==> config.mk <==
export PLATFORM = sky130hd
export DESIGN_NAME = nios_system_sram_port_arbiter_flat
export DESIGN_NICKNAME = d
export VERILOG_FILES = /design/src/rtl/nios_system_sram_port_arbiter_if.sv /design/src/rtl/nios_system_sram_port_arbiter.sv /design/src/flat_wrapper.sv
export SDC_FILE = /design/constraint.sdc
export NUM_CORES = 1
export LEC_CHECK = 0
export ABC_AREA = 0
export ABC_CLOCK_PERIOD_IN_PS = 1900
export CORE_ASPECT_RATIO = 0.8
export CORE_MARGIN = 5
export CORE_UTILIZATION = 26
export DETAILED_ROUTE_END_ITERATION = 12
export PLACE_DENSITY_LB_ADDON = 0.1
export REMOVE_ABC_BUFFERS = 1
export SLEW_MARGIN = 20
export SYNTH_ARGS = -nofsm -noshare
export SYNTH_HDL_FRONTEND = slang
export SYNTH_SLANG_ARGS = --single-unit
==> constraint.sdc <==
create_clock -name clk -period 1.9 [get_ports clk]
set_input_delay 0.285 -clock clk [delete_from_list [all_inputs] [get_ports clk]]
set_output_delay 0.285 -clock clk [all_outputs]
set_load 0.02 [all_outputs]
==> src/rtl/nios_system_sram_port_arbiter_if.sv <==
// Avalon-MM requester bundle for one side of the SRAM port-2 arbiter.
// master = requester view, slave = arbiter view.
interface nios_system_sram_port_arbiter_if #(
  parameter int unsigned ADDR_W = 11,
  parameter int unsigned DATA_W = 32,
  parameter int unsigned BE_W   = 4
);
  logic [ADDR_W-1:0] address;
  logic [BE_W-1:0]   byteenable;
  logic              read;
  logic              write;
  logic [DATA_W-1:0] writedata;
  logic              waitrequest;
  logic [DATA_W-1:0] readdata;
  logic              readdatavalid;

  modport master (
    output address, byteenable, read, write, writedata,
    input  waitrequest, readdata, readdatavalid
  );

  modport slave (
    input  address, byteenable, read, write, writedata,
    output waitrequest, readdata, readdatavalid
  );
endinterface

==> src/rtl/nios_system_sram_port_arbiter.sv <==
// Round-robin arbiter sharing SRAM port 2 between two Avalon-MM requesters,
// with a built-in sequencer that fills the whole memory with CLEAR_VALUE.
module nios_system_sram_port_arbiter #(
  parameter int unsigned       ADDR_W      = 11,
  parameter int unsigned       DATA_W      = 32,
  parameter int unsigned       BE_W        = 4,
  parameter logic [DATA_W-1:0] CLEAR_VALUE = '0
) (
  input  logic                       clk,
  input  logic                       reset_n,
  nios_system_sram_port_arbiter_if.slave m0,
  nios_system_sram_port_arbiter_if.slave m1,
  output logic [ADDR_W-1:0]          mem_address,
  output logic [BE_W-1:0]            mem_byteenable,
  output logic                       mem_chipselect,
  output logic                       mem_write,
  output logic [DATA_W-1:0]          mem_writedata,
  output logic                       mem_clken,
  input  logic [DATA_W-1:0]          mem_readdata,
  input  logic                       clear_req,
  output logic                       clear_busy,
  output logic                       clear_done
);

  localparam logic [1:0] StIdle  = 2'd0;
  localparam logic [1:0] StClear = 2'd1;
  localparam logic [1:0] StDone  = 2'd2;

  logic [1:0]        state_q, state_d;
  logic [ADDR_W-1:0] cnt_q, cnt_d;
  logic              last_q, last_d;
  logic [1:0]        rd_owner_q, rd_owner_d;  // one-hot: bit N = requester N
  logic              req0, req1, arb_en, gnt0, gnt1;

  assign req0   = m0.read | m0.write;
  assign req1   = m1.read | m1.write;
  assign arb_en = (state_q == StIdle);

  // On a tie the requester that was not granted last wins.
  assign gnt0 = arb_en & req0 & (~req1 | last_q);
  assign gnt1 = arb_en & req1 & (~req0 | ~last_q);

  assign m0.waitrequest   = ~gnt0;
  assign m1.waitrequest   = ~gnt1;
  assign m0.readdata      = mem_readdata;
  assign m1.readdata      = mem_readdata;
  assign m0.readdatavalid = rd_owner_q[0];
  assign m1.readdatavalid = rd_owner_q[1];

  assign mem_clken  = 1'b1;
  assign clear_busy = (state_q != StIdle);
  assign clear_done = (state_q == StDone);

  always_comb begin
    mem_address    = '0;
    mem_byteenable = '0;
    mem_chipselect = 1'b0;
    mem_write      = 1'b0;
    mem_writedata  = '0;
    if (state_q == StClear) begin
      mem_address    = cnt_q;
      mem_byteenable = '1;
      mem_chipselect = 1'b1;
      mem_write      = 1'b1;
      mem_writedata  = CLEAR_VALUE;
    end else if (gnt0) begin
      mem_address    = m0.address;
      mem_byteenable = m0.byteenable;
      mem_chipselect = 1'b1;
      mem_write      = m0.write;
      mem_writedata  = m0.writedata;
    end else if (gnt1) begin
      mem_address    = m1.address;
      mem_byteenable = m1.byteenable;
      mem_chipselect = 1'b1;
      mem_write      = m1.write;
      mem_writedata  = m1.writedata;
    end
  end

  always_comb begin
    last_d     = last_q;
    rd_owner_d = {gnt1 & m1.read & ~m1.write, gnt0 & m0.read & ~m0.write};
    if (gnt0) begin
      last_d = 1'b0;
    end else if (gnt1) begin
      last_d = 1'b1;
    end
  end

  always_comb begin
    state_d = state_q;
    cnt_d   = cnt_q;
    case (state_q)
      StIdle: begin
        if (clear_req) begin
          state_d = StClear;
          cnt_d   = '0;
        end
      end
      StClear: begin
        cnt_d = cnt_q + ADDR_W'(1);
        if (cnt_q == {ADDR_W{1'b1}}) begin
          state_d = StDone;
        end
      end
      StDone:  state_d = StIdle;
      default: state_d = StIdle;
    endcase
  end

  always_ff @(posedge clk or negedge reset_n) begin
    if (!reset_n) begin
      state_q    <= StIdle;
      cnt_q      <= '0;
      last_q     <= 1'b1;
      rd_owner_q <= 2'b00;
    end else begin
      state_q    <= state_d;
      cnt_q      <= cnt_d;
      last_q     <= last_d;
      rd_owner_q <= rd_owner_d;
    end
  end

endmodule

==> src/flat_wrapper.sv <==
// flat-port wrapper written by rule: the top's interface ports become plain ports
module nios_system_sram_port_arbiter_flat 
#(
  parameter int unsigned       ADDR_W      = 11,
  parameter int unsigned       DATA_W      = 32,
  parameter int unsigned       BE_W        = 4,
  parameter logic [DATA_W-1:0] CLEAR_VALUE = '0
)
  (clk, reset_n, mem_address, mem_byteenable, mem_chipselect, mem_write, mem_writedata, mem_clken, mem_readdata, clear_req, clear_busy, clear_done, m0_address, m0_byteenable, m0_read, m0_write, m0_writedata, m0_waitrequest, m0_readdata, m0_readdatavalid, m1_address, m1_byteenable, m1_read, m1_write, m1_writedata, m1_waitrequest, m1_readdata, m1_readdatavalid);
  nios_system_sram_port_arbiter_if #(.ADDR_W(ADDR_W), .DATA_W(DATA_W), .BE_W(BE_W)) m0_i ();
  nios_system_sram_port_arbiter_if #(.ADDR_W(ADDR_W), .DATA_W(DATA_W), .BE_W(BE_W)) m1_i ();
  input  logic clk;
  input  logic reset_n;
  output logic [ADDR_W-1:0] mem_address;
  output logic [BE_W-1:0] mem_byteenable;
  output logic mem_chipselect;
  output logic mem_write;
  output logic [DATA_W-1:0] mem_writedata;
  output logic mem_clken;
  input  logic [DATA_W-1:0] mem_readdata;
  input  logic clear_req;
  output logic clear_busy;
  output logic clear_done;
  input wire logic [$bits(m0_i.address)-1:0] m0_address;
  input wire logic [$bits(m0_i.byteenable)-1:0] m0_byteenable;
  input wire logic [$bits(m0_i.read)-1:0] m0_read;
  input wire logic [$bits(m0_i.write)-1:0] m0_write;
  input wire logic [$bits(m0_i.writedata)-1:0] m0_writedata;
  output wire logic [$bits(m0_i.waitrequest)-1:0] m0_waitrequest;
  output wire logic [$bits(m0_i.readdata)-1:0] m0_readdata;
  output wire logic [$bits(m0_i.readdatavalid)-1:0] m0_readdatavalid;
  input wire logic [$bits(m1_i.address)-1:0] m1_address;
  input wire logic [$bits(m1_i.byteenable)-1:0] m1_byteenable;
  input wire logic [$bits(m1_i.read)-1:0] m1_read;
  input wire logic [$bits(m1_i.write)-1:0] m1_write;
  input wire logic [$bits(m1_i.writedata)-1:0] m1_writedata;
  output wire logic [$bits(m1_i.waitrequest)-1:0] m1_waitrequest;
  output wire logic [$bits(m1_i.readdata)-1:0] m1_readdata;
  output wire logic [$bits(m1_i.readdatavalid)-1:0] m1_readdatavalid;
  assign m0_i.address = m0_address;
  assign m0_i.byteenable = m0_byteenable;
  assign m0_i.read = m0_read;
  assign m0_i.write = m0_write;
  assign m0_i.writedata = m0_writedata;
  assign m0_waitrequest = m0_i.waitrequest;
  assign m0_readdata = m0_i.readdata;
  assign m0_readdatavalid = m0_i.readdatavalid;
  assign m1_i.address = m1_address;
  assign m1_i.byteenable = m1_byteenable;
  assign m1_i.read = m1_read;
  assign m1_i.write = m1_write;
  assign m1_i.writedata = m1_writedata;
  assign m1_waitrequest = m1_i.waitrequest;
  assign m1_readdata = m1_i.readdata;
  assign m1_readdatavalid = m1_i.readdatavalid;
  nios_system_sram_port_arbiter #(.ADDR_W(ADDR_W), .DATA_W(DATA_W), .BE_W(BE_W), .CLEAR_VALUE(CLEAR_VALUE)) u_core (.clk(clk), .reset_n(reset_n), .m0(m0_i), .m1(m1_i), .mem_address(mem_address), .mem_byteenable(mem_byteenable), .mem_chipselect(mem_chipselect), .mem_write(mem_write), .mem_writedata(mem_writedata), .mem_clken(mem_clken), .mem_readdata(mem_readdata), .clear_req(clear_req), .clear_busy(clear_busy), .clear_done(clear_done));
endmodule
* Yosys cells after proc, flatten, opt, wreduce, memory -nomap -nowiden
Index checks and enable logic that the tools add are counted.
Storage, ports and cells: logic and storage cells 57, bits in registers 16, input bits 133, output and inout bits 120
Operators by class: add/subtract/negate cells 1, mux-type cells 22, equal/unequal tests 5, reduce and logical (&&, ||, !) cells 6, bitwise gates (word level) 19
Operator list (number):
- two-way mux 32 bit | 3
- two-way mux 11 bit | 4
- one-hot mux 11 bit (2 select lines) | 1
- two-way mux 4 bit | 3
- adder 11 x 1 -> 11 bit, second input constant | 1
- equality test 11 bit, second input constant | 1
- AND 1 bit | 8
- two-way mux 1 bit | 8
- inverter 1 bit | 7
- nonzero test 2 bit | 3
- two-way mux 2 bit | 2
- != test 2 bit, second input constant | 2
- bitwise OR 1 bit | 4
- one-hot mux 2 bit (2 select lines) | 1
- AND reduction 2 bit | 2
- equality test 2 x 1 -> 1 bit, second input constant | 1
- equality test 2 bit, second input constant | 1
- zero test 2 bit | 1

* Longest topological paths before layout
depth after elaboration 7, depth in mapped cells 7

* Worst setup path before layout
Ideal clock, no wire load.
path kind register to output, start point register u_core.state_q[0], end point output mem_writedata[11], cell stages (with the launch flop) 8, buffers on the path 3, path slack 0.176 ns, arrival 1.439 ns, cells stage by stage dfrtp_1 -> buf_2 -> nor2_2 -> o21a_1 -> and2_1 -> buf_6 -> buf_6 -> a22o_1
Between the ends: longest elaborated chain between the ends 6
Ends and longest elaborated chain:
- from (decl) | line nios_system_sram_port_arbiter.sv:29 | logic [1:0] state_q, state_d;
- from (signal assigned) | line nios_system_sram_port_arbiter.sv:114 | state_q <= StIdle;
- from (signal assigned) | line nios_system_sram_port_arbiter.sv:119 | state_q <= state_d;
- zero test 2 bit | line nios_system_sram_port_arbiter.sv:37 | assign arb_en = (state_q == StIdle);
- AND 1 bit (2 in series) | line nios_system_sram_port_arbiter.sv:41 | assign gnt1 = arb_en & req1 & (~req0 | ~last_q);
- two-way mux 32 bit | line nios_system_sram_port_arbiter.sv:72 | end else if (gnt1) begin
- two-way mux 32 bit | line nios_system_sram_port_arbiter.sv:66 | end else if (gnt0) begin
- two-way mux 32 bit (*) | line nios_system_sram_port_arbiter.sv:60 | if (state_q == StClear) begin
- to (decl) | line flat_wrapper.sv:18 | output logic [DATA_W-1:0] mem_writedata;
Every way passes the cells marked *; elsewhere a longest branch is shown, timed or not.

* Final worst setup path
start point register u_core.last_q, end point output mem_address[2]
Between the ends: longest elaborated chain between the ends 6
Ends and longest elaborated chain:
- from (decl) | line nios_system_sram_port_arbiter.sv:31 | logic last_q, last_d;
- from (signal assigned) | line nios_system_sram_port_arbiter.sv:121 | last_q <= last_d;
- inverter 1 bit | line nios_system_sram_port_arbiter.sv:41
- bitwise OR 1 bit | line nios_system_sram_port_arbiter.sv:41
- AND 1 bit | line nios_system_sram_port_arbiter.sv:41
- two-way mux 11 bit | line nios_system_sram_port_arbiter.sv:72
- two-way mux 11 bit (*) | line nios_system_sram_port_arbiter.sv:66
- two-way mux 11 bit (*) | line nios_system_sram_port_arbiter.sv:60
- to (decl) | line flat_wrapper.sv:14 | output logic [ADDR_W-1:0] mem_address;
Marks and branches as above.

==> metrics.md <==
| Metric | Value |
|---|---|
| Outcome | `complete, but fails checks` |
| Failing checks | `negative setup slack` |
| Clk_lat worst skew | `0.25 ns` |
| Post-route DRC | `0` |
| Final nets | `479` |
| Final worst slack | `-0.157 ns` |
| Max Cap Viol | `0` |
| Yosys warns | `0` |
| Ys flop type | `dfrtp_1` |
| Die Y | `86.8 um` |
| Wire per inst | `24.8 um` |
| Final Max Tran Viols | `0` |
| Routability congestion estimate | `0.790` |
| Hold Vio Cnt, Final | `0` |
| Slew margin rel. | `0.656` |
| Pre-CTS WS | `-0.674 ns` |
| Post-synthesis cell type count | `40` |
| CTS root buffer | `clkbuf_8` |
| Clk sink count | `16` |
| Post-synth ARST share | `1.00` |
| TritonCTS clock tree | `built` |
| Hpwl dp | `8.39 mm` |
| VDD IR-drop max | `0.317 mV` |
| Tmin final | `2.06 ns` |
| Port Buffers | `155` |
| Die W | `106 um` |
| Max Clk Rate | `0.486 GHz` |
| GRT Total Usage | `0.222` |
| Final setup TNS | `-4.30 ns` |
| First-pass GRT wire length | `15.2 mm` |
| Average size of a mapped cell | `8.36 um2` |
| TritonCTS Buffers | `3` |
| Final Cycle Share | `1.08` |
| Core Util, Final | `0.488` |
| Post-Route WL | `10.8 mm` |
| Max clock buf depth | `2` |
| Setup crit start kind | `register` |
| Hold-fix buffers at CTS | `0` |
| Antenna violations before repair | `0` |
| Via count | `2217` |
| Cells after synthesis | `229` |
| Post-synth EDFFs | `0` |
| Crit path kind | `register to output pin` |
| Mapped cell area | `1910 um2` |
| Share of cells above drive strength 1 | `0.337` |
| Via count of the first global-routing pass | `2228` |
| CP arrival | `1.77 ns` |
| Crit Path Max Fanout | `4` |
| Initial Util | `0.263` |
| Syn-to-layout area delta | `85.9%` |
| H-tree Lvls | `1` |
| Measured slew at the worst slew-check pin | `0.516 ns` |
| RSZ-0062 raised after global routing | `yes` |
| Sequential area share after synthesis | `0.210` |
| # diodes | `0` |
| Detail Route Antenna Nets | `0` |
| Clk slew on worst S/H paths | `0.07 ns` |
| Core area | `7290 um2` |
| Synthesized flop and latch total | `16` |
| Hold Path Class | `input pin to asynchronous set/reset pin` |
| Final setup fails | `48` |
| Number of fill cells | `707` |
| Data required time at the worst endpoint | `1.62 ns` |
| DR vias/cell | `5.11` |
| DR pass1 iterations | `4` |
| Die Area | `9190 um2` |
| I/O Pins | `253` |
| Worst setup EP type | `output pin` |
| Largest net degree at the start of global routing | `22` |
| Grt ovf | `0` |
| Initial DRC count | `90` |
| LEAKAGE | `1.56 nW` |
| Layout Skew | `0.00378 ns` |
| PD cells | `492 nW/um2` |
| FP Rows | `28` |
-- logic make-up after synthesis --
kind of cell             share of synthesized area
multiplexers                                0.0118
AND/OR/NAND/NOR                              0.149
adder cells (fa/ha/maj)                    0.00653
other                                      0.00196
buffers and inverters                        0.318
flip-flops                                   0.210
AO/OA/AOI/OAI                                0.303
-- sequential cells by signal, indices dropped and copies added, names as in the netlist --
name	count
u_core.last_q	1
u_core.cnt_q	11
u_core.rd_owner_q	2
u_core.state_q	2
-- cells in the mapped netlist, drive strengths merged, types with 3 or more instances --
library cell,count,area (um2)
o21ai,10,50.1
a22o,35,307
and4,3,26.3
clkbuf,6,22.5
inv,4,15.0
and2,4,25.0
nand2,7,26.3
buf,77,571
nand3,7,35.0
a21oi,3,15.0
nor2,9,38.8
and3,9,56.3
nand4,3,18.8
a221o,15,150
dfrtp,15,375
-- layer usage --
layer	vias to the layer above	routed length [um]	GRT usage
met3	6	1270	0.129
li1	1014	-	-
met2	139	4730	0.302
met5	-	57	0.0989
met1	1056	4660	0.303
met4	2	46	0.0176
-- where the power goes --
part           leakage [nW]  switching [mW]  internal [mW]  total, mW
logic                  1.33           0.350          0.531      0.881
registers             0.198           0.133          0.434      0.567
clock network        0.0288           0.119          0.184      0.303
total                  1.56           0.603           1.15       1.75
-- cell usage in the layout, fill, tap and decap left out, types with 2 or more instances in the layout --
cell type / synthesis / routed
or2_4: 0 / 2
clkbuf_8: 0 / 4
buf_6: 3 / 50
dlygate4sd2_1: 0 / 4
nor2_1: 7 / 6
a31oi_1: 2 / 2
a22o_1: 35 / 35
a21oi_1: 3 / 3
nand2_1: 7 / 6
inv_1: 3 / 3
o21ai_1: 2 / 2
dfrtp_1: 15 / 15
a221o_1: 15 / 15
nor2_4: 0 / 2
clkdlybuf4s50_1: 0 / 99
buf_2: 6 / 6
and2_1: 4 / 2
and4_1: 3 / 3
o21ai_0: 8 / 7
buf_4: 67 / 27
and2_4: 0 / 2
nand3_1: 7 / 7
nand4_1: 3 / 3
buf_12: 0 / 6
and3_4: 0 / 7
and3_1: 9 / 2
-- worst max-delay path, stage by stage (launching register included) --
cell and delay, ns:
dfstp_2 0.58, o21ai_4 0.08, and2_4 0.17, buf_6 0.12, and3_4 0.17, a221o_1 0.27, buf_6 0.14
-- what timing repair did --
action / CTS / global route
endpoints found under the setup margin: 51 / 55
pin swaps: 12 / 6
resized for setup: 306 / 23
setup buffers: 2 / 3
cloned: 3 / 0
hold endpoints to repair: 0 / 0
-- cell type report --
class	instances	area, um2	area share
timing repair buffer	194	1980	0.557
multi-input combinational	126	992	0.279
sequential	16	402	0.113
tap	90	113	0.0316
clock buffer	4	55.1	0.0155
inverter	4	15.0	0.00422
-- through the flow --
stage / hold slack, ns / cell area [um2] / total power [mW] / std cells
detailed placement: 0.515 / 3290 / 1.43 / 423
CTS: 0.370 / 3490 / 1.73 / 432
floorplan: -0.0106 / 1320 / 0.914 / 146
global route: 0.375 / 3560 / 1.87 / 434
global placement: 0.518 / 3290 / 1.42 / 423
finish: 0.362 / 3560 / 1.75 / 434
-- final timing paths --
check | startpoint | slack (ns) | end | cells after the start
setup reg to reg | u_core.cnt_q[0] | 0.33 | u_core.cnt_q[8] | 5
hold reg to reg | u_core.cnt_q[6] | 0.53 | u_core.cnt_q[6] | 1
max in group asynchronous | reset_n | 1.28 | u_core.last_q | 2
min in group clk | m1_write | 0.49 | u_core.rd_owner_q[1] | 3
hold / removal | reset_n | 0.36 | u_core.cnt_q[3] | 2
setup / recovery | u_core.last_q | -0.16 | mem_address[2] | 6
No activity file was read; power rests on OpenSTA's default activity.
